--- src/rtl/fwft_sync_fifo.sv ---
// Single-clock first-word-fall-through FIFO: the oldest word is always on dout,
// and rd_en acknowledges (pops) it. Occupancy is exported for flow control.
module fwft_sync_fifo #(
    parameter int unsigned WIDTH      = 32,
    parameter int unsigned DEPTH_LOG2 = 4
) (
    input  logic                  clk,
    input  logic                  rst,
    input  logic                  wr_en,
    input  logic [WIDTH-1:0]      din,
    output logic                  full,
    input  logic                  rd_en,
    output logic [WIDTH-1:0]      dout,
    output logic                  empty,
    output logic [DEPTH_LOG2:0]   data_count
);

    localparam int unsigned DEPTH = 1 << DEPTH_LOG2;
    localparam int unsigned CNT_W = DEPTH_LOG2 + 1;

    logic [WIDTH-1:0]      mem [DEPTH];
    logic [DEPTH_LOG2-1:0] wp;
    logic [DEPTH_LOG2-1:0] rp;
    logic [CNT_W-1:0]      count;
    logic                  wr_ok;
    logic                  rd_ok;

    // Acceptance is decided from the pre-edge flags, so full+rd and empty+wr resolve cleanly.
    assign wr_ok = wr_en && !full;
    assign rd_ok = rd_en && !empty;

    // Pointer and occupancy state; reset discards stored data but leaves memory untouched.
    always_ff @(posedge clk) begin
        if (rst) begin
            wp    <= '0;
            rp    <= '0;
            count <= '0;
        end else begin
            if (wr_ok) begin
                wp <= wp + DEPTH_LOG2'(1);
            end
            if (rd_ok) begin
                rp <= rp + DEPTH_LOG2'(1);
            end
            if (wr_ok && !rd_ok) begin
                count <= count + CNT_W'(1);
            end else if (rd_ok && !wr_ok) begin
                count <= count - CNT_W'(1);
            end
        end
    end

    always_ff @(posedge clk) begin
        if (!rst && wr_ok) begin
            mem[wp] <= din;
        end
    end

    // Flags and data all come straight from registered state; no input-to-output paths.
    assign empty      = (count == '0);
    assign full       = (count == CNT_W'(DEPTH));
    assign data_count = count;
    assign dout       = empty ? '0 : mem[rp];

endmodule

--- config.mk ---
export PLATFORM = sky130hd
export DESIGN_NAME = fwft_sync_fifo
export DESIGN_NICKNAME = d
export VERILOG_FILES = /design/src/rtl/fwft_sync_fifo.sv
export SDC_FILE = /design/constraint.sdc
export NUM_CORES = 1
export LEC_CHECK = 0
export BUFFER_PORTS_ARGS = -buffer_cell sky130_fd_sc_hd__clkbuf_2
export CAP_MARGIN = 20
export CORE_ASPECT_RATIO = 2
export CORE_UTILIZATION = 45
export DETAILED_ROUTE_END_ITERATION = 12
export PLACE_DENSITY_LB_ADDON = 0.05
export RECOVER_POWER = 50
export SYNTH_ARGS = -nofsm -noshare
export SYNTH_HDL_FRONTEND = slang
export SYNTH_SLANG_ARGS = --single-unit
--- constraint.sdc ---
create_clock -name clk -period 8.2 [get_ports clk]
set_input_delay 1.64 -clock clk [delete_from_list [all_inputs] [get_ports clk]]
set_output_delay 1.64 -clock clk [all_outputs]
set_load 0.1 [all_outputs]
; After elaboration in Yosys (flattened, before gate mapping)
; Memory sizes are Yosys's and may differ from the RTL's. A register that Yosys moved wholly into a read port is not among the register bits.
; Cells that the tools add are included.
[op_classes]
n_addsub = 4
n_eq_ne = 1
muxes = 7
n_reduce_logical = 12
[op_table]
columns = cell, n
row1 = 32-bit 2-to-1 mux, 1
row2 = 5-bit 2-to-1 mux, 2
row3 = "4-bit by 1-bit adder with 4-bit output, second input constant", 2
row4 = 4-bit 2-to-1 mux, 2
row5 = "5-bit by 1-bit adder with 5-bit output, second input constant", 1
row6 = "5-bit == test, second input constant", 1
row7 = 1-bit logical AND, 5
row8 = 1-bit zero test, 5
row9 = 5-bit zero test, 1
row10 = "5-bit by 1-bit subtractor with 5-bit output, second input constant", 1
row11 = 1-bit 2-to-1 mux, 2
row12 = 2-bit nonzero test, 1
[totals]
reg_bits = 13
mem_bits_rw = 512
input_bits = 36
output_inout_bits = 39
memories = 1
[memory_table]
columns = memory, depth, word_bits, rd, rd_ports_with_merged_regs, write_ports, line_no
row1 = mem, 16, 32, 1, 1, 1, 21  ; logic [WIDTH-1:0] mem [DEPTH];

; Logic depth before layout (Yosys ltp)
[depth]
word_depth = 7
depth_mapped = 11
ltp_nobuf = 9

; Least setup slack after synthesis
; No wires, ideal clock.
[synth_timing]
path_type = register -> output
start = register count[0] (netlist: data_count[0])
end = output dout[10]
t_arrival_ps = 3101
required_time_ps = 6560
slack_ps = 3459
stages_incl_launch_ff = 7
n_path_buf = 2
cell_sequence = dfxtp_1 or4_1 buf_2 nor2_4 nor3b_1 buf_2 a221o_1
[synth_between]
elab_chain_cells = 2
[synth_lines]
columns = item, line_no
row1 = "start, declared", 24  ; logic [CNT_W-1:0] count;
row2 = "start signal, assigned", 46  ; count <= count + CNT_W'(1);
row3 = "start signal, assigned", 48  ; count <= count - CNT_W'(1);
row4 = 5-bit zero test, 60  ; assign empty = (count == '0);
row5 = via empty, 14  ; output logic empty,
row6 = 32-bit 2-to-1 mux, 63  ; assign dout = empty ? '0 : mem[rp];
row7 = "end, declared", 13  ; output logic [WIDTH-1:0] dout,
; The timed path passes the listed nets, and every way through them passes these cells.

==> summary.md <==
| Metric | Value |
|---|---|
| Comb power frac | 0.293 |
| Power share of the clock group | 0.294 |
| Post-CTS Hold Buffers | 0 |
| Top achievable clock speed | 189.0 MHz |
| Int Pwr | 4937 µW |
| Aggregate routed wire length | 46,320 µm |
| Sinks on the clock net | 529 |
| Detailed-route vias per instance | 5.894 |
| Detail-routed net length per standard cell | 29.28 µm |
| Post-route ant nets | 0 |
| Power density cells | 326.3 mW/mm² |
| Share of synthesized registers carrying an async set or reset | 0 |
| Detailed router's first-iteration violation count | 652 |
| Critical path type | reg -> out |
| Min-Delay Path Class | reg -> reg |
| Hold WS | 0.5756 ns |
| Worst Path Max Fanout | 38 |
| Post-route clock skew | 0.02056 ns |
| Placer congestion estimate | 0.7192 |
| Lkg Pwr | 0.007044 µW |
| Count of endpoints failing setup in the final report | 0 |
| Number of global-route vias before repair | 10,288 |
| Worst path required time | 6.56 ns |
| R2R Path Start | data_count[0] |
| Clock buffer depth | 3 |
| Core Box Area | 0.04446 mm² |
| Number of synthesized flops with an enable pin | 512 |
| Post-route fraction of the period consumed by the critical path | 0.6453 |
| Count of buffers inserted at the top-level ports | 74 |
| Wire length of the first global-routing pass | 68,450 µm |
| Maximum number of pins on one net before global-route repair | 97 |
| Layout cells sized above 1 | 0.3028 |
| Clock latency at the later pin of the worst-skew pair | 0.57 ns |
| I/O pin total | 75 |
| Count of state elements after synthesis | 529 |
| Commonest non-fill, non-tap cell in the layout | sky130_fd_sc_hd__edfxtp_1 |
| Final Hold Fails | 0 |
| Signal arrival time at the worst endpoint | 3.65 ns |
| Height of the chip | 302.8 µm |
| Fraction of power spent switching nets | 0.3397 |
| Number of buffers inserted by post-CTS setup repair | 0 |
| Most frequently used flop master after synthesis | sky130_fd_sc_hd__edfxtp_1 |
| DRT Pass-1 Iters | 8 |
| Total congestion overflow | 0 |
| Synthesized instance count | 891 |
| Total via count after detailed routing | 9,325 |
| Number of nets in the layout | 1,036 |
| Post-route setup TNS | 0 ns |
| Placed wire-length estimate after detailed placement | 23,670 µm |
| Violated checks | DRC |
| DRC violations left | 5 |
| Ys Warns | 0 |
| CTS clk-pin slew, worst paths | 0.06 ns |
| Relative contribution of sequential cells to total power | 0.413 |
| Number of diodes | 0 |
| Hold Path Origin | wp[1] |
| Site row count | 109 |
| Resize count post-CTS | 0 |
| Post-synth net total | 937 |
| Main area contributors after synthesis | sky130_fd_sc_hd__edfxtp_1 76%, sky130_fd_sc_hd__mux4_2 14%, sky130_fd_sc_hd__mux2_2 1.8% |
| Outcome | finished, violations left |
| Critical Path End Type | output port |
| Slew Limit Fails | 0 |
| Number of levels in the clock H-tree | 2 |
| Count of max-cap constraint violations | 0 |
| IR drop worst, VDD | 0.3719 mV |
| Die width | 152.4 µm |
| Fraction of post-synthesis cell area in the top cell type by area | 0.7553 |
| Post-synthesis instance area | 0.02036 mm² |
| Largest area contributor in the netlist | sky130_fd_sc_hd__edfxtp_1 |
| Setup repair after global routing missed its margin | no |
| Sequential element share of the synthesized area | 0.7720 |
| Headroom to the max-slew limit | 0.2638 |
| Synth Area per Inst | 22.85 µm² |
| Total Routing Usage GR | 0.2097 |
| Buffer type at the clock tree root | sky130_fd_sc_hd__clkbuf_16 |
| Die area | 0.04614 mm² |
| Worst-margin pin slew | 1.104 ns |
| Initial antenna violation count | 0 |
| Leading cell types in the layout, fill and taps excluded | 512 x sky130_fd_sc_hd__edfxtp_1, 128 x sky130_fd_sc_hd__mux4_2, 47 x sky130_fd_sc_hd__clkbuf_16 |
| Count of cell types in the netlist | 36 |
| Effective utilization at floorplan | 0.4579 |
| Area Growth Syn to Fin | 12.56% |
| Clock tree from TritonCTS | done |
| Sw power | 2540 µW |
| Kind of launch point of the worst setup path | flip-flop |
| Final critical-path required period | 5.291 ns |
| Cts bufs inserted | 46 |
==> Yosys cell counts, types with 2 or more instances <==
| cell | n |
|---|---|
| sky130_fd_sc_hd__a21oi_1 | 3 |
| sky130_fd_sc_hd__buf_6 | 8 |
| sky130_fd_sc_hd__nor2_1 | 32 |
| sky130_fd_sc_hd__nor2b_1 | 33 |
| sky130_fd_sc_hd__or3_1 | 2 |
| sky130_fd_sc_hd__clkbuf_1 | 9 |
| sky130_fd_sc_hd__xor2_1 | 6 |
| sky130_fd_sc_hd__xnor2_1 | 2 |
| sky130_fd_sc_hd__mux4_2 | 128 |
| sky130_fd_sc_hd__mux2i_1 | 3 |
| sky130_fd_sc_hd__nand2_1 | 5 |
| sky130_fd_sc_hd__o211ai_1 | 4 |
| sky130_fd_sc_hd__a221o_1 | 32 |
| sky130_fd_sc_hd__mux2_2 | 33 |
| sky130_fd_sc_hd__buf_4 | 2 |
| sky130_fd_sc_hd__and3_1 | 5 |
| sky130_fd_sc_hd__buf_1 | 5 |
| sky130_fd_sc_hd__dfxtp_1 | 17 |
| sky130_fd_sc_hd__ha_1 | 9 |
| sky130_fd_sc_hd__buf_2 | 22 |
| sky130_fd_sc_hd__nor3b_1 | 2 |
| sky130_fd_sc_hd__inv_1 | 4 |
| sky130_fd_sc_hd__edfxtp_1 | 512 |
==> critical path, cell delays in order, from the launching register on <==
cell                       delay, ns
sky130_fd_sc_hd__dfxtp_4        0.76
sky130_fd_sc_hd__buf_4          0.69
sky130_fd_sc_hd__mux4_2         0.59
sky130_fd_sc_hd__mux2_2         0.28
sky130_fd_sc_hd__a221o_1        0.33
sky130_fd_sc_hd__clkbuf_2       0.39
==> per-stage QoR <==
step	instance area, µm²	util	setup slack, ns	std cells	total power, µW
after floorplan	20360	-	3.459	891	4948
after global placement	21460	0.4828	3.432	1497	5349
after detailed placement	21460	0.4828	3.417	1497	5379
after CTS	22970	0.5167	2.825	1582	7563
after global routing	22910	0.5154	2.720	1582	7721
final	22910	0.5154	2.909	1582	7476
==> final cells by class <==
cell class                 instances  area (µm²)
clock buffer                      55        1206
clock inverter                    30       300.3
fill                            3483       21550
inverter                           4       15.01
multi-input combinational        312        4457
sequential                       529       15730
tap                              555       694.4
timing repair buffer              97       514.2
==> worst paths after layout <==
kind                                      end  slack [ns]  depth (start not counted)
worst max-delay path                 dout[11]        2.91                          5
worst min-delay path                    wp[1]        0.58                          2
worst min register to register          wp[1]        0.58                          2
worst max register to register  data_count[4]        4.86                          9
==> logic make-up (layout without fill, tap and decap cells) <==
family,count (synthesis),in the layout,share of synthesized area
DFF,529,529,0.7720
and+or+nand+nor,85,85,0.02219
AOI/OAI and AO/OA,45,45,0.02065
muxes,164,164,0.1613
buffers and inverters,50,186,0.01389
adders and majority gates,10,10,0.006515
xor gates and xnor gates,8,8,0.003442
==> metal layers <==
layer	global-route usage	share of wire	wire, µm
met5	0	0	0
met4	0.06948	0.028	1297
met3	0.02528	0.040	1856
met2	0.3975	0.56	25830
met1	0.2456	0.37	17340
==> state kept, by name (all words and copies together) (netlist names), named ones only <==
register and flops:
data_count 5, mem 512, rp 4, wp 4
==> power by group through the flow <==
stage,Sequential (µW),Clock (µW),Combinational [µW]
floorplan,3160,0,1780
global placement,3140,0,2210
detailed placement,3150,0,2230
CTS,3090,2240,2240
global route,3090,2320,2300
finish,3090,2200,2190
(Power assumes the default switching activity.)
